<file path="src/rtl/cbuf_ctl_arbiter.sv">
// Round-robin arbiter driving a dual-rail, four-phase RTZ control token into a conditional buffer.
// Define CBUF_ARB_SYNC_EN for a 2-flop ack synchroniser; otherwise a single flop is used.
module cbuf_ctl_arbiter #(
    parameter int NREQ    = 4,
    parameter int TIMEOUT = 15
) (
    input  logic            CLK,
    input  logic            RESET,
    input  logic [NREQ-1:0] req,
    input  logic [NREQ-1:0] req_bit,
    output logic [1:0]      ctl,
    input  logic            ctl_ack,
    output logic [NREQ-1:0] gnt,
    output logic            busy,
    output logic            err
);

    localparam int IW = $clog2(NREQ);
    localparam logic [7:0] TO_LIM = 8'(TIMEOUT);

    typedef enum logic [1:0] {IDLE, DRIVE, RTZ, DONE} state_t;

    state_t        state;
    logic [IW-1:0] last;
    logic [IW-1:0] win;
    logic [7:0]    cnt;
    logic          ack_s;

    // ---- ack synchroniser stage ----
`ifdef CBUF_ARB_SYNC_EN
    logic ack_p0;
    logic ack_p1;

    always_ff @(posedge CLK or negedge RESET) begin
        if (!RESET) begin
            ack_p0 <= 1'b0;
            ack_p1 <= 1'b0;
        end else begin
            ack_p0 <= ctl_ack;
            ack_p1 <= ack_p0;
        end
    end

    assign ack_s = ack_p1;
`else
    logic ack_p0;

    always_ff @(posedge CLK or negedge RESET) begin
        if (!RESET) begin
            ack_p0 <= 1'b0;
        end else begin
            ack_p0 <= ctl_ack;
        end
    end

    assign ack_s = ack_p0;
`endif

    // Search upward from the slot after the last winner, wrapping.
    logic [IW-1:0] pick;
    logic [IW-1:0] idx;
    logic          found;

    always_comb begin
        pick  = '0;
        idx   = '0;
        found = 1'b0;
        for (int k = 1; k <= NREQ; k++) begin
            idx = IW'((int'(last) + k) % NREQ);
            if (!found && req[idx]) begin
                found = 1'b1;
                pick  = idx;
            end
        end
    end

    // ---- handshake FSM stage ----
    always_ff @(posedge CLK or negedge RESET) begin
        if (!RESET) begin
            state <= IDLE;
            ctl   <= 2'b00;
            gnt   <= '0;
            busy  <= 1'b0;
            err   <= 1'b0;
            cnt   <= '0;
            last  <= IW'(NREQ - 1);
            win   <= '0;
        end else begin
            case (state)
                IDLE: begin
                    gnt <= '0;
                    if (found) begin
                        win   <= pick;
                        ctl   <= req_bit[pick] ? 2'b10 : 2'b01;
                        cnt   <= '0;
                        busy  <= 1'b1;
                        state <= DRIVE;
                    end else begin
                        busy <= 1'b0;
                    end
                end
                DRIVE: begin
                    if (ack_s) begin
                        ctl   <= 2'b00;
                        cnt   <= '0;
                        state <= RTZ;
                    end else if (cnt == TO_LIM) begin
                        err   <= 1'b1;
                        ctl   <= 2'b00;
                        cnt   <= '0;
                        busy  <= 1'b0;
                        state <= IDLE;
                    end else begin
                        cnt <= cnt + 8'd1;
                    end
                end
                RTZ: begin
                    if (!ack_s) begin
                        gnt   <= {{(NREQ-1){1'b0}}, 1'b1} << win;
                        last  <= win;
                        cnt   <= '0;
                        state <= DONE;
                    end else if (cnt == TO_LIM) begin
                        err   <= 1'b1;
                        cnt   <= '0;
                        busy  <= 1'b0;
                        state <= IDLE;
                    end else begin
                        cnt <= cnt + 8'd1;
                    end
                end
                DONE: begin
                    // One dead cycle lets the winner drop req before the next arbitration.
                    gnt   <= '0;
                    busy  <= 1'b0;
                    state <= IDLE;
                end
                default: begin
                    state <= IDLE;
                end
            endcase
        end
    end

endmodule

</file>
<file path="config.mk">
export PLATFORM = sky130hd
export DESIGN_NAME = cbuf_ctl_arbiter
export DESIGN_NICKNAME = d
export VERILOG_FILES = /design/src/rtl/cbuf_ctl_arbiter.sv
export SDC_FILE = /design/constraint.sdc
export NUM_CORES = 1
export LEC_CHECK = 0
export CORE_MARGIN = 2
export CORE_UTILIZATION = 44
export DETAILED_ROUTE_END_ITERATION = 16
export PLACE_DENSITY = 0.67
export SLEW_MARGIN = 10
export SYNTH_ARGS = -nofsm -noshare
export SYNTH_HDL_FRONTEND = slang
export SYNTH_SLANG_ARGS = --single-unit
export TNS_END_PERCENT = 10
</file>
<file path="constraint.sdc">
create_clock -name CLK -period 5.3 [get_ports CLK]
set_input_delay 1.06 -clock CLK [delete_from_list [all_inputs] [get_ports CLK]]
set_output_delay 1.06 -clock CLK [all_outputs]
set_load 0.02 [all_outputs]
</file>
======== Word-level counts from Yosys, hierarchy flattened ========
Index checks and enable logic that the tools add are counted.
W data, S select, Z words.
operators by class
  $add $sub $neg .......................... 5
  multiply operators ...................... 0
  divide/modulo/power cells ............... 0
  order comparisons ....................... 5
  equality and inequality tests ........... 9
  shifts and indexed selects .............. 1
  muxes and demuxes ....................... 44
  bitwise logic cells ..................... 1
  reduce and logical (&&, ||, !) cells .... 19
operators by type and width
  kind                   number
  $mux W8                4
  $mux W2                12
  $pmux W8 S3            1
  $mux W1                16
  $lt A2 B3 Y1 const B   5
  $bmux W1 S2            5
  $reduce_and A2 Y1      5
  $add A8 B1 Y8 const B  1
  $eq A8 B4 Y1 const B   1
  $ne A2 B2 Y1 const B   4
  $pmux W2 S4            1
  $pmux W4 S2            1
  $reduce_and A3 Y1      2
  $reduce_bool A2 Y1     3
  $add A2 B1 Y2 const B  2
  $add A2 B2 Y2 const B  2
  $eq A2 B2 Y1 const B   2
  $mux W4                1
  $pmux W1 S4            1
  $pmux W2 S2            1
  $shl A1 B2 Y4 const A  1
  $logic_and A1 B1 Y1    3
  $logic_not A1 Y1       3
  $ne A3 B3 Y1 const B   1
  6 further kinds        6
storage, ports and cells
  register bits ........................... 23
  bits in latches ......................... 0
  memory bits (writable) .................. 0
  ROM bits ................................ 0
  input port bits ......................... 11
  output and inout bits ................... 8
  memories kept ........................... 0

======== Depth between registers and ports, before layout ========
Gate-level depths: netlist of run 1.
  depth after elaboration ................. 18
  mapped depth ............................ 7
  mapped depth without buffers ............ 7

======== Worst setup path after synthesis of run 1 ========
OpenSTA, ideal clock, no wires.
  kind .................................... input to register
  from .................................... in req[1]
  to ...................................... reg cnt[4]
  setup time .............................. 128 ps
  arrival time ............................ 2,042 ps
  required time ........................... 5,172 ps
  path slack .............................. 3,130 ps
  stages .................................. 5
  cell sequence ........................... nor4_2 -> a21oi_1 -> and4_1 -> xnor2_1 -> nor2_1
on the way
  word-level cells in the longest chain between the ends .. 14
  elaborated cells on any way between the ends .. 20
ends and longest elaborated chain
  item                             line  RTL
  start, declared                  9     input logic [NREQ-1:0] req,
  $bmux W1 S2                      70    if (!found && req[idx]) begin
  $mux W1 (not written as such)    70
  $mux W1                          70
  $logic_not A1 Y1                 70
  $logic_and A1 B1 Y1              70
  $mux W1                          70
  $logic_not A1 Y1                 70
  $logic_and A1 B1 Y1              70
  $mux W1                          70
  $logic_not A1 Y1                 70
  $logic_and A1 B1 Y1              70
  $mux W1 (*)                      70
  $ne A2 B2 Y1 (no line) (*)       -
  $reduce_and A2 Y1 (no line) (*)  -
  end signal, assigned             114   cnt <= cnt + 8'd1;
  end signal, assigned             129   cnt <= cnt + 8'd1;
  end, declared                    26    logic [7:0] cnt;
Mark *: on every way between the ends. The rest lies on a longest branch, timed or not. The select of a mux whose other input is x is not followed.
A chain may end at the register's enable or synchronous reset.

======== Worst setup path in the final report of run 1 ========
  from .................................... in req[0]
  to ...................................... reg cnt[4]
Same word-level chain as after synthesis.

==> flow_summary.ini, run 1 <==
[run_status]
outcome = complete, no violations

[sta]
setup_viol = 0
finalHoldViolations = 0
drv_slew = 0
layout_setup_ws_ns = 2.75
worst_slew_pin_slew_ns = 0.996
period_needed_ns = 2.55
maxSlewHeadroom_pct = 33.4
rsz0062_at_grt = false
finalSetupTns_ns = 0
min_period_over_period_pct = 48.1
max_freq_mhz = 392
skew_ns = 0.00389

[power_and_ir_drop]
ir_worst_vdd_uv = 196
leakagePower_nw = 0.666
power_density_nw_per_um2 = 383

[worst_setup_path]
start_kind = input pin
r2r_start = state[1]
slowest_delay_ns = 0.52
endpoint_kind = register
worst-path-buf-inv = 1
cp.depth = 6
cp_top_family = simple AND/OR/NAND/NOR gates
cp_slowest_cell = nor4_2
critPathArrivalTime_ns = 2.76
timing.rr.end = cnt[5]
ff2ff_path_depth = 7
crit_fanout = 6
cp.required_ns = 5.51
path_cells = clkdlybuf4s50_1 > nor4_2 > a21oi_1 > and4_1 > xnor2_1 > nor2_1
ff2ff_setup_slack_ns = 3.30
crit_type = in2reg

[floorplan]
start_util_pct = 47.1
pin_count = 19
die_h_um = 58.8
die_w_um = 58.8
core_um2 = 2810
die_area_um2 = 3460
rows = 19

[place]
place_congestion = 0.874
pre_cts_slack_ns = 2.40
hpwlAfterDp_um = 2000
port_buffers = 18

[synthesis]
ys_types = 40
async_flop_share_pct = 100
synth_edf_count = 0
yosysTopAreaCell = dfrtp_1
syn_area_um2 = 1320
ys_seq_area_share_pct = 43.7
synth.area.top_cells = dfrtp_1 40%, ha_1 5.7%, dfstp_2 4.0%
synth-main-ff-cell = dfrtp_1
synth_top_area_share_pct = 39.7
synthesis.instances = 135
yosys-top-cells-count = 21 x dfrtp_1, 13 x nand2_1, 13 x nor2_1
postSynthNetCount = 152
syn_area_per_cell_um2 = 9.80
ys_warn_count = 0
synth_most_common_cell = dfrtp_1
ys_ff_latch = 23

[global_route]
grt_pass1_vias = 1049
grt_overflow_total = 0
grt_pass1_wl_um = 4670
grt_max_degree = 24
antenna_found_initial = 0
grtUsageTotal_pct = 17.5

[finish]
diodes = 0
drive_gt1_share_pct = 9.55
syn_to_final_growth_pct = 18.6
fillCellCount = 256
fin_nets = 175
seq_area_um2 = 578
multiInputGateArea_um2 = 718

[drt]
avgViaCountPerCell = 5.58
drt_first_pass_iters = 4
drcViolationCount = 0
drt_iter0_markers = 33
vias = 1049
wire_per_inst_um = 13.6
routed_wl_um = 2560
ant_nets = 0

[clock_network]
ctsResizeCount = 0
clk_path_buf_depth = 2
ctsHoldBuffers = 0
postCtsSetupRepairBufs = 0
cts_tree = done
root_buffer = clkbuf_4
insertion_delay_ns = 0.31
h-tree-depth = 1
numCtsBuffers = 3
cts.clk_slew.worst_paths_ns = 0.13
cts_sinks = 23

[min_path]
hp-class = reg2reg
min_from = err
min_path_cells = 1
hold_end = err

[flow_run]
max_cap_violations = 0
-- registers in the layout, summed over array words and instances, names as in the netlist --
| register | cells |
|---|---|
| state | 2 |
| ctl | 2 |
| ack_p0 | 1 |
| err | 1 |
| busy | 1 |
| last | 2 |
| win | 2 |
| gnt | 4 |
| cnt | 8 |
-- power breakdown --
part / total, mW / internal [mW] / switching, mW
registers: 0.249 / 0.216 / 0.0333
logic: 0.271 / 0.122 / 0.149
clock network: 0.0815 / 0.0282 / 0.0533
total: 0.601 / 0.366 / 0.235
-- metrics by stage --
stage               util [%]  area (µm²)  total power [mW]  hold WS (ns)  instances
floorplan                  -        1320             0.441         0.475        135
global placement        55.0        1540             0.518         0.452        184
detailed placement      55.0        1540             0.523         0.460        184
CTS                     55.9        1570             0.606         0.491        188
global route            55.9        1570             0.654         0.519        188
finish                  55.9        1570             0.601         0.488        188
-- cells by family (layout without fill, tap and decap cells) --
kind of cell | count (synthesis) | after routing | share of synthesized area (%)
xor gates and xnor gates | 5 | 5 | 3.31
and+or+nand+nor | 56 | 56 | 23.7
AOI/OAI and AO/OA | 34 | 34 | 18.2
DFF | 23 | 23 | 43.7
muxes | 4 | 4 | 3.41
buffers and inverters | 7 | 29 | 1.99
adders and majority gates | 6 | 6 | 5.68
-- cell usage in the layout, fill, tap and decap left out, types with 3 or more instances in the layout --
cell             count
inv_1                7
xor2_1               4
mux2_2               4
a32o_1               3
a21oi_1              5
dfrtp_1             21
clkbuf_4             3
o21ai_0             10
clkdlybuf4s50_1     18
nand3b_1             3
nand2_1             13
nor2_1              13
nand3_1              3
nand2b_1             7
ha_1                 6
nor2b_1              4
-- routing by layer --
metal	global-route usage (%)	routed length, µm	up-vias
li1	-	-	535
met1	26.4	1320	491
met2	25.1	1120	18
met3	2.20	75	5
met4	7.47	41	0
met5	0	0	-
-- worst reg2reg max path, stage by stage (launching register included) --
cell     delay, ns
dfrtp_1       0.44
inv_1         0.11
ha_1          0.28
nor2b_1       0.18
o21ai_0       0.41
nor2_1        0.10
nor2_1        0.29
nor2_1        0.10
-- how the worst max path moves through the flow --
stage | start | to | slack [ns]
finish | req[0] | cnt[4] | 2.75
detailed placement | req[0] | cnt[4] | 2.40
CTS | req[0] | cnt[4] | 2.75
global route | req[0] | cnt[4] | 2.59
global placement | req[0] | cnt[4] | 2.45
floorplan | req[1] | cnt[4] | 3.13
-- layout make-up --
| type | instances | share of cell area (%) |
|---|---|---|
| clock buffer | 3 | 1.44 |
| sequential | 23 | 36.8 |
| clock inverter | 1 | 0.319 |
| multi-input combinational | 105 | 45.8 |
| tap | 31 | 2.47 |
| inverter | 7 | 1.67 |
| timing repair buffer | 18 | 11.5 |
(Power assumes the default switching activity.)
==> run 2: changes to the inputs <==
Clock period 5.3 ns to 2.4 ns, I/O delays scaled along.
==> flow_summary.ini, run 2 (same netlist as run 1, synthesis figures left out) <==
[finish]
layout_commonest_cell = dfrtp_1
final_cell_mix = 21 x dfrtp_1, 18 x clkdlybuf4s50_1, 13 x nor2_1, 13 x nand2_1, 10 x o21ai_0
largest_reg_flops = 8
fin_cells = 191
syn_to_final_growth_pct = 20.2
diodes = 0
largest-register = cnt
fin_nets = 178
drive_gt1_share_pct = 10.6
reg.largest.list = cnt x8, gnt x4
final_core_util_pct = 56.7
fin_area_um2 = 1590

[sta]
setup_viol = 0
drv_slew = 0
period_needed_ns = 1.99
skew_ns = 0.00333
finalSetupTns_ns = 0
max_freq_mhz = 502
rsz0062_at_grt = false
min_period_over_period_pct = 83.0
maxSlewHeadroom_pct = 60.7
finalHoldViolations = 0
worst_slew_pin_slew_ns = 0.585
layout_setup_ws_ns = 0.407

[place]
pre_cts_slack_ns = 0.109
dpl.cell_count = 187
port_buffers = 18
hpwlAfterDp_um = 2060
place_area_um2 = 1560
place_congestion = 0.877

[floorplan]
pin_count = 19
die_w_um = 58.8
core_um2 = 2810
start_util_pct = 47.1
rows = 19
die_area_um2 = 3460
die_h_um = 58.8

[worst_setup_path]
worst-path-buf-inv = 1
crit_type = reg2reg
critPathArrivalTime_ns = 2.19
critical_path.endpoint = cnt[5]
endpoint_kind = register
cp_slowest_cell = dfrtp_1
timing.rr.end = cnt[5]
cp_top_family = simple AND/OR/NAND/NOR gates
slowest_delay_ns = 0.43
crit_fanout = 8
cp.required_ns = 2.60
cp.depth = 7
ff2ff_path_depth = 7
path_cells = inv_1 > ha_1 > nor2b_1 > o21ai_0 > nor2_1 > nor2_1 > nor2_1
crit_start = state[1]
start_kind = register
ff2ff_setup_slack_ns = 0.41
r2r_start = state[1]
crit_top_cell = nor2_1

[clock_network]
h-tree-depth = 1
root_buffer = clkbuf_4
cts_tree = done
ctsHoldBuffers = 0
clk_path_buf_depth = 2
postCtsSetupRepairBufs = 0
cts_sinks = 23
numCtsBuffers = 3
insertion_delay_ns = 0.31
cts.clk_slew.worst_paths_ns = 0.12
ctsResizeCount = 0

[global_route]
grt_overflow_total = 0
grt_pass1_wl_um = 4550
grt_pass1_vias = 1015
antenna_found_initial = 0
grt_max_degree = 24
grtUsageTotal_pct = 17.2

[power_and_ir_drop]
clkPwrFrac_pct = 13.2
p_comb_share_pct = 45.1
power_density_nw_per_um2 = 840
switching_power_mw = 0.522
swShare_pct = 39.1
leakagePower_nw = 0.679
p_int_mw = 0.814
ir_worst_vdd_uv = 507
seqPwrFrac_pct = 41.7

[drt]
ant_nets = 0
routed_wl_um = 2680
wire_per_inst_um = 14.0
drt_iter0_markers = 23
avgViaCountPerCell = 5.61
vias = 1072
drt_first_pass_iters = 4
drcViolationCount = 0

[run_status]
outcome = complete, no violations

[min_path]
min_path_cells = 1
hp-class = reg2reg

[flow_run]
max_cap_violations = 0
## run 2: changes by cell type in the layout (fill, tap and decap cells not counted), sizes merged
cell / previous run / this run
clkinv: 1 / 0
clkbuf: 3 / 4
buf: 0 / 3
## run 2: final cells by class
class,instances,area (µm²)
fill,255,1210
timing repair buffer,21,203
inverter,7,26.3
sequential,23,578
multi-input combinational,105,718
clock buffer,4,26.3
tap,31,38.8
## run 2: how the worst min path moves through the flow
stage	slack (ns)	to	startpoint
after global placement	0.45	err	err
after CTS	0.48	err	err
final	0.48	err	err
after floorplan	0.18	ack_p0	RESET
after global routing	0.51	ctl[0]	RESET
after detailed placement	0.45	err	err
## run 2: layer usage
metal / global-route usage [%] / part of all wire, % / up-vias
met1: 23.6 / 51 / 512
met3: 4.40 / 3.4 / 2
met2: 27.3 / 45 / 19
met4: 3.90 / 0.63 / 0
li1: - / - / 539
met5: 0 / 0 / -
## run 2: worst reg2reg max path, stage by stage (launching register included)
cell and delay (ns):
dfrtp_1 0.43, inv_1 0.10, ha_1 0.28, nor2b_1 0.17, o21ai_0 0.41, nor2_1 0.11
nor2_1 0.29, nor2_1 0.09
## run 2: metrics by stage
| step | hold slack (ns) | total power [mW] |
|---|---|---|
| after floorplan | 0.184 | 0.974 |
| after global routing | 0.507 | 1.45 |
| after global placement | 0.452 | 1.15 |
| after CTS | 0.484 | 1.34 |
| final | 0.479 | 1.34 |
| after detailed placement | 0.454 | 1.17 |
## run 2: power groups by stage
stage	combinational (mW)	clock, mW	sequential (mW)
2_1_floorplan	0.401	0	0.574
3_3_place_gp	0.593	0	0.557
3_5_place_dp	0.604	0	0.561
4_1_cts	0.606	0.183	0.556
5_1_grt	0.678	0.205	0.565
6_report	0.602	0.176	0.557
